### src/rtl/fetch_queue.sv
// Instruction fetch front end: one outstanding memory request and a small FIFO of
// {instruction, pc} entries toward decode. Redirects flush the FIFO and steer fetchPc.
module fetch_queue #(
    parameter int unsigned            ADDR_WIDTH = 32,
    parameter int unsigned            DATA_WIDTH = 32,
    parameter logic [ADDR_WIDTH-1:0]  RESET_PC   = '0,
    parameter int unsigned            DEPTH      = 2
) (
    input  logic                  clk,
    input  logic                  reset,
    input  logic                  redirect,
    input  logic [ADDR_WIDTH-1:0] redirectPc,
    output logic                  reqI,
    output logic [ADDR_WIDTH-1:0] memIAddr,
    input  logic                  memIReady,
    input  logic [DATA_WIDTH-1:0] memIData,
    output logic                  instrValid,
    output logic [DATA_WIDTH-1:0] instrOut,
    output logic [ADDR_WIDTH-1:0] instrPc,
    input  logic                  instrReady
);

    localparam int unsigned PTR_W = (DEPTH > 1) ? $clog2(DEPTH) : 1;
    localparam int unsigned CNT_W = PTR_W + 1;
    localparam logic [CNT_W-1:0] DEPTH_CNT = CNT_W'(DEPTH);

    typedef enum logic [1:0] {StIdle, StWait, StDrop} state_e;

    state_e                state_q, state_d;
    logic [ADDR_WIDTH-1:0] fetch_pc_q, fetch_pc_d;
    logic [ADDR_WIDTH-1:0] req_addr_q, req_addr_d;
    logic [PTR_W-1:0]      wr_ptr_q, wr_ptr_d;
    logic [PTR_W-1:0]      rd_ptr_q, rd_ptr_d;
    logic [CNT_W-1:0]      count_q, count_d;
    logic [CNT_W-1:0]      count_after_push;
    logic [ADDR_WIDTH-1:0] pc_plus4;
    logic                  push;
    logic                  pop;

    logic [DATA_WIDTH-1:0] data_mem [DEPTH];
    logic [ADDR_WIDTH-1:0] pc_mem   [DEPTH];

    assign pc_plus4         = fetch_pc_q + ADDR_WIDTH'(4);
    assign pop              = (count_q != '0) && instrReady && !redirect;
    assign count_after_push = count_q + CNT_W'(1) - CNT_W'(pop);

    always_comb begin
        state_d    = state_q;
        fetch_pc_d = fetch_pc_q;
        req_addr_d = req_addr_q;
        wr_ptr_d   = wr_ptr_q;
        rd_ptr_d   = rd_ptr_q;
        count_d    = count_q;
        push       = 1'b0;
        reqI       = 1'b0;

        unique case (state_q)
            StIdle: begin
                if (!redirect && (count_q < DEPTH_CNT)) begin
                    state_d    = StWait;
                    req_addr_d = fetch_pc_q;
                end
            end
            StWait: begin
                reqI = 1'b1;
                if (redirect) begin
                    state_d = memIReady ? StIdle : StDrop;
                end else if (memIReady) begin
                    push       = 1'b1;
                    fetch_pc_d = pc_plus4;
                    if (count_after_push < DEPTH_CNT) begin
                        req_addr_d = pc_plus4;
                    end else begin
                        state_d = StIdle;
                    end
                end
            end
            StDrop: begin
                // Stale response from before the redirect; swallow it and restart.
                reqI = 1'b1;
                if (memIReady) begin
                    state_d = StIdle;
                end
            end
            default: state_d = StIdle;
        endcase

        if (redirect) begin
            fetch_pc_d = redirectPc & ~ADDR_WIDTH'(3);
            wr_ptr_d   = '0;
            rd_ptr_d   = '0;
            count_d    = '0;
        end else begin
            wr_ptr_d = wr_ptr_q + PTR_W'(push);
            rd_ptr_d = rd_ptr_q + PTR_W'(pop);
            count_d  = count_q + CNT_W'(push) - CNT_W'(pop);
        end
    end

    always_ff @(posedge clk or negedge reset) begin
        if (!reset) begin
            state_q    <= StIdle;
            fetch_pc_q <= RESET_PC;
            req_addr_q <= RESET_PC;
            wr_ptr_q   <= '0;
            rd_ptr_q   <= '0;
            count_q    <= '0;
        end else begin
            state_q    <= state_d;
            fetch_pc_q <= fetch_pc_d;
            req_addr_q <= req_addr_d;
            wr_ptr_q   <= wr_ptr_d;
            rd_ptr_q   <= rd_ptr_d;
            count_q    <= count_d;
        end
    end

    always_ff @(posedge clk) begin
        if (push) begin
            data_mem[wr_ptr_q] <= memIData;
            pc_mem[wr_ptr_q]   <= req_addr_q;
        end
    end

    assign memIAddr   = req_addr_q;
    assign instrValid = (count_q != '0);
    assign instrOut   = instrValid ? data_mem[rd_ptr_q] : '0;
    assign instrPc    = instrValid ? pc_mem[rd_ptr_q] : '0;

endmodule

### config.mk
export PLATFORM = sky130hd
export DESIGN_NAME = fetch_queue
export DESIGN_NICKNAME = d
export VERILOG_FILES = /design/src/rtl/fetch_queue.sv
export SDC_FILE = /design/constraint.sdc
export NUM_CORES = 1
export LEC_CHECK = 0
export BUFFER_PORTS_ARGS = -buffer_cell sky130_fd_sc_hd__buf_4
export CAP_MARGIN = 20
export CELL_PAD_IN_SITES_DETAIL_PLACEMENT = 1
export CELL_PAD_IN_SITES_GLOBAL_PLACEMENT = 2
export CORE_AREA = 2 2 172 140
export CTS_CLUSTER_DIAMETER = 50
export DETAILED_ROUTE_END_ITERATION = 10
export DIE_AREA = 0 0 174 142
export GPL_TIMING_DRIVEN = 0
export PLACE_DENSITY_LB_ADDON = 0.1
export SYNTH_ARGS = -nofsm -noshare
export SYNTH_HDL_FRONTEND = slang
export SYNTH_SLANG_ARGS = --single-unit
### constraint.sdc
create_clock -name clk -period 4.25 [get_ports clk]
set_input_delay 0.2125 -clock clk [delete_from_list [all_inputs] [get_ports clk]]
set_output_delay 0.2125 -clock clk [all_outputs]
set_load 0.005 [all_outputs]
# Word-level counts from Yosys, hierarchy flattened
# Memories as Yosys holds them, arrays and structs flattened.
# Cells that the tools add are included.
[word_totals] rom_bits=0 mem_bits_rw=128 reg_bits=70 memories=2 latch_bits=0 wordCells=65
[classes] multipliers=0 order_cmp=2 bitwise_logic=0 shift=0 div_mod_pow=0 n_eq_ne=9 n_addsub=7 reduce_logical=13 n_mux=26
[mem_list] name="data_mem" words=2 word_bits=32 rd=1 rd_ports_with_merged_regs=0 write_ports=1 line="40" source="logic [DATA_WIDTH-1:0] data_mem [DEPTH];"
[mem_list] name="pc_mem" words=2 word_bits=32 rd=1 rd_ports_with_merged_regs=0 write_ports=1 line="41" source="logic [ADDR_WIDTH-1:0] pc_mem [DEPTH];"
[ops] cell="$mux 32" count=9
[ops] cell="$pmux 32 s2" count=1
[ops] cell="$add 32x3->32 const B" count=1
[ops] cell="$mux 2" count=7
[ops] cell="$ne 2x2->1 const B" count=5
[ops] cell="$mux 1" count=8
[ops] cell="$reduce_bool 2->1" count=4
[ops] cell="$ne 3x3->1 const B" count=2
[ops] cell="$pmux 2 s3" count=1
[ops] cell="$reduce_and 5->1" count=1
[ops] cell="$lt 2x2->1 const B" count=2
[ops] cell="$reduce_and 4->1" count=1
[ops] cell="$sub 2x1->2" count=2
[ops] cell="$logic_and 1x1->1" count=3
[ops] cell="$add 1x1->1" count=2
[ops] cell="$add 2x1->2" count=1
[ops] cell="$add 2x1->2 const B" count=1
[ops] cell="$eq 2x1->1 const B" count=1
[ops] cell="$eq 2x2->1 const B" count=1
[ops] cell="$logic_not 2->1" count=1
[ops] cell="$reduce_and 2->1" count=1
[ops] cell="$reduce_or 2->1" count=1
[ops] cell="$logic_not 1->1" count=1

# Logic depth before layout (Yosys ltp)
[logic_depth] ltp_word=9 depth_mapped=12

# Worst setup path before layout
# Ideal clock, no wire load.
[synth_path] kind="register to register" from="register state_q[1]" to="memory data_mem[1][0] (enable)" slack_ns=1.235 t_arrival_ns=2.589 n_path_buf=1 stages_incl_launch_ff=7 setup_time_ns=0.427 period_less_slack_ns=3.015 cell_sequence="dfrtp_1 -> inv_1 -> ha_1 -> buf_2 -> nand2_1 -> nor2_1 -> ha_1"
[synth_via] elab_chain_len=4
[synth_lines] item="start: declaration" line="29" source="state_e state_q, state_d;"
[synth_lines] item="start signal: assignment" line="102" source="state_q <= StIdle;"
[synth_lines] item="start signal: assignment" line="109" source="state_q <= state_d;"
[synth_lines] item="$eq 2x1->1" line="57" source="unique case (state_q)"
[synth_lines] item="$mux 1" line="57"
[synth_lines] item="$mux 1" line="119" source="if (push) begin"
[synth_lines] item="$mux 1 (implied by the code)" line="120" source="data_mem[wr_ptr_q] <= memIData;"
[synth_lines] item="end: declaration" line="40"
# Every way passes these cells.

# Worst setup path after layout
[layout_path] from="register count_q[1]" to="register count_q[1]"
[layout_via] elab_chain_len=5 elab_cells_between_ends=6
[layout_lines] item="start: declaration" line="34" source="logic [CNT_W-1:0] count_q, count_d;"
[layout_lines] item="start signal: assignment" line="114" source="count_q <= count_d;"
[layout_lines] item="branches (longest 3 deep; another with $add 2x1->2)"
[layout_lines] item="$sub 2x1->2 *" line="96" source="count_d = count_q + CNT_W'(push) - CNT_W'(pop);"
[layout_lines] item="$mux 2 *" line="88" source="if (redirect) begin"
[layout_lines] item="via count_d[1]" line="34"
# Mark *: on every way through the listed nets, which the timed path passes.
# A chain may end at the register's enable or synchronous reset.

==> impl_metrics.yaml <==
sta:
  drv_slew: 0
  rsz0062_at_grt: "false"
  fin_crit_sh: 0.724
  finalHoldViolations: 0
  relSlewSlack: 0.334
  setup_tns_ps: 0
  fin_skew_ps: 13.3
  finalSetupViolCount: 0
  tightest_slew_ps: 996
  fin_crit_ps: 3080
  max_freq_ghz: 0.325
route:
  drtIter0Drc: 273
  drc: 0
  num_vias: 5815
  final_antenna_net_count: 0
  via_per_inst: 4.74
  wl_um: 21800
  drtPass1Iterations: 4
  wl_per_cell_um: 17.7
yosys:
  syn-cell-area_um2: 8380
  synth_edf_count: 124
  synth_area_per_cell_um2: 12.5
  synth-compound-area-share: 0.0402
  yosys_warnings: 0
  synth_xor_area_frac: 0.0648
  synth.top_cells.by_count: "edfxtp_1, nor2_1, dfrtp_1, mux2i_1, nand2_1"
  synth_top_family_by_area: "simple AND/OR/NAND/NOR gates"
  synthSimpleGateAreaFrac: 0.128
  ys_ff_latch: 190
  ys_types: 37
  synth_most_common_cell: "edfxtp_1"
  synth_top_area_cell: "edfxtp_1"
  synthMuxAreaShare: 0.0816
  synth_top_cell_area_share: 0.445
  synth_ff_type: "edfxtp_1"
  synth_fa_ha_area_frac: 0.0120
  yosysSeqAreaShare: 0.642
  synthesis.instances: 671
  yosys-top-cells-area: "edfxtp_1, dfrtp_1, mux2i_1"
  synth-async-reset-ratio: 0.347
pwr:
  pwr-share-comb: 0.310
  p_total_uw: 6050
  pwr-share-clk: 0.254
  switching_share: 0.333
  powerDensity_nw_per_um2: 545
  p_switching_uw: 2010
  internal_power_uw: 4040
  ir_drop_mv: 0.331
  cellLeakagePower_uw: 0.00418
  p_seq_frac: 0.436
worst_setup_path:
  path_depth: 10
  r2r_cells: 10
  critPathCaptureType: "flop"
  worst_path_most_repeated_cell: "nor2_1"
  cp_max_fo: 10
  cp_top_family: "simple AND/OR/NAND/NOR gates"
  slowest_stage: "nor2_1"
  r2r_slack_ps: 1170
  worst-path-buf-inv: 3
  cp.arrival_ps: 3370
  crit_chain: "clkbuf_1 > nor2_1 > clkbuf_1 > nor2_1 > ha_1 > inv_1 > ha_1 > xor2_1 > xnor2_1 > nor2_1"
  critPathKind: "flop to flop"
  critPathLaunch: "count_q[1]"
  rr_startpoint: "count_q[1]"
  start_kind: "flop"
  cpPeakStageDelay_ps: 800
  worstPathRequired_ps: 4540
hold_path:
  min_path_type: "input port to flop"
  hold_start: "redirectPc[14]"
  whs_path_depth: 3
placement:
  place_area_um2: 10100
  portBuffers: 159
  place_hpwl_um: 15500
  gp_congestion: 0.804
cells_and_area:
  fin_area_um2: 11100
  final_util: 0.483
  area.growth.synth_to_final_pct: 32.7
  finalNetCount: 980
  diodes: 0
  drive_above_1_share: 0.248
outcome:
  status: "finished clean"
floorplan:
  pin_count: 167
  die_w_um: 174
  core_area_um2: 23000
  die_area_um2: 24700
  die_y_um: 142
  rows: 50
  initial_utilization: 0.364
global_route:
  grt_pass1_wl_um: 34500
  first_global_vias: 6084
  grt_usage: 0.182
  overflow: 0
  grt_max_degree: 67
  antenna_found_initial: 0
cts:
  clock_sinks: 190
  cts_resized: 0
  htreeDepth: 4
  cts-root-buf: "clkbuf_16"
  clk_path_buf_depth: 2
  cts_tree: "done"
  cts_buffers: 17
  clk_latency_ps: 430
  path_clk_slew_ps: 70
job:
  maxCapViolations: 0
==> cell usage in the layout (no fill, tap or decap), types with 9 or more instances in the layout <==
master	synthesis	layout
xor2_1	26	26
buf_4	6	165
dfrtp_1	66	66
mux2i_1	66	66
buf_2	14	14
xnor2_1	36	36
nand4_1	11	11
o21ai_0	23	23
clkbuf_16	0	17
nand2_1	41	41
a21oi_1	31	31
edfxtp_1	124	124
inv_1	9	9
nor2_1	111	111
dlygate4sd3_1	0	49
nand3_1	20	20
clkbuf_1	16	18
==> worst reg2reg max path, delay by kind of cell, from the launching register on <==
family	cells	cell delay [ps]
fa+ha+maj	2	460
xor+xnor	2	310
buf+inv	3	790
flops	1	380
simple gates	3	1000
==> logic make-up after synthesis <==
group,Yosys count
and+or+nand+nor,226
adders and majority gates,8
DFF,190
buffers and inverters,52
xor gates and xnor gates,62
AOI/OAI and AO/OA,64
muxes,68
other,1
==> final timing paths <==
check	to
setup reg to reg	count_q[1]
hold reg to reg	pc_mem[1][6]
min in group asynchronous	count_q[0]
setup / recovery	count_q[1]
max in group asynchronous	memIAddr[12]
hold / removal	fetch_pc_q[14]
==> metal layers <==
metal,GRT usage,part of all wire,routed length (µm)
met3,0.0395,0.039,842
met4,0.0429,0.0098,214
met2,0.293,0.48,10400
met5,0,0,0
met1,0.252,0.48,10300
==> layout make-up <==
cell class                      count  area (µm²)
Fill cell                        2481       11900
Sequential cell                   190        5380
Multi-Input combinational cell    432        2780
Timing Repair Buffer              210        1740
Clock buffer                       19         433
Tap cell                          312         390
Buffer                             43         224
Clock inverter                     13         138
Inverter                            9        33.8
==> registers in the layout (all words and copies together), names as in the netlist <==
name / flops
state_q: 2
data_mem: 64
rd_ptr_q: 1
fetch_pc_q: 30
wr_ptr_q: 1
count_q: 2
pc_mem: 60
memIAddr: 30
==> power by group through the flow <==
stage	logic, µW	clock network [µW]	registers, µW
2_1_floorplan	923	0	2600
3_3_place_gp	1810	0	2660
3_5_place_dp	1860	0	2680
4_1_cts	1910	1580	2640
5_1_grt	2070	1650	2680
6_report	1870	1540	2640
==> through the flow <==
| stage | cells | hold WS [ps] | setup WS [ps] |
|---|---|---|---|
| finish | 1228 | 14.9 | 1170 |
| global route | 1228 | 9.65 | 907 |
| CTS | 1227 | 2.31 | 1060 |
| detailed placement | 1147 | 394 | 1080 |
| global placement | 1145 | 388 | 101 |
| floorplan | 674 | -83.1 | 1230 |
==> what timing repair did <==
action                                 4_1_cts  5_1_grt
buffers inserted                             0        0
hold buffers                                48        1
endpoints found under the hold margin      145        1
(Power assumes the default switching activity.)
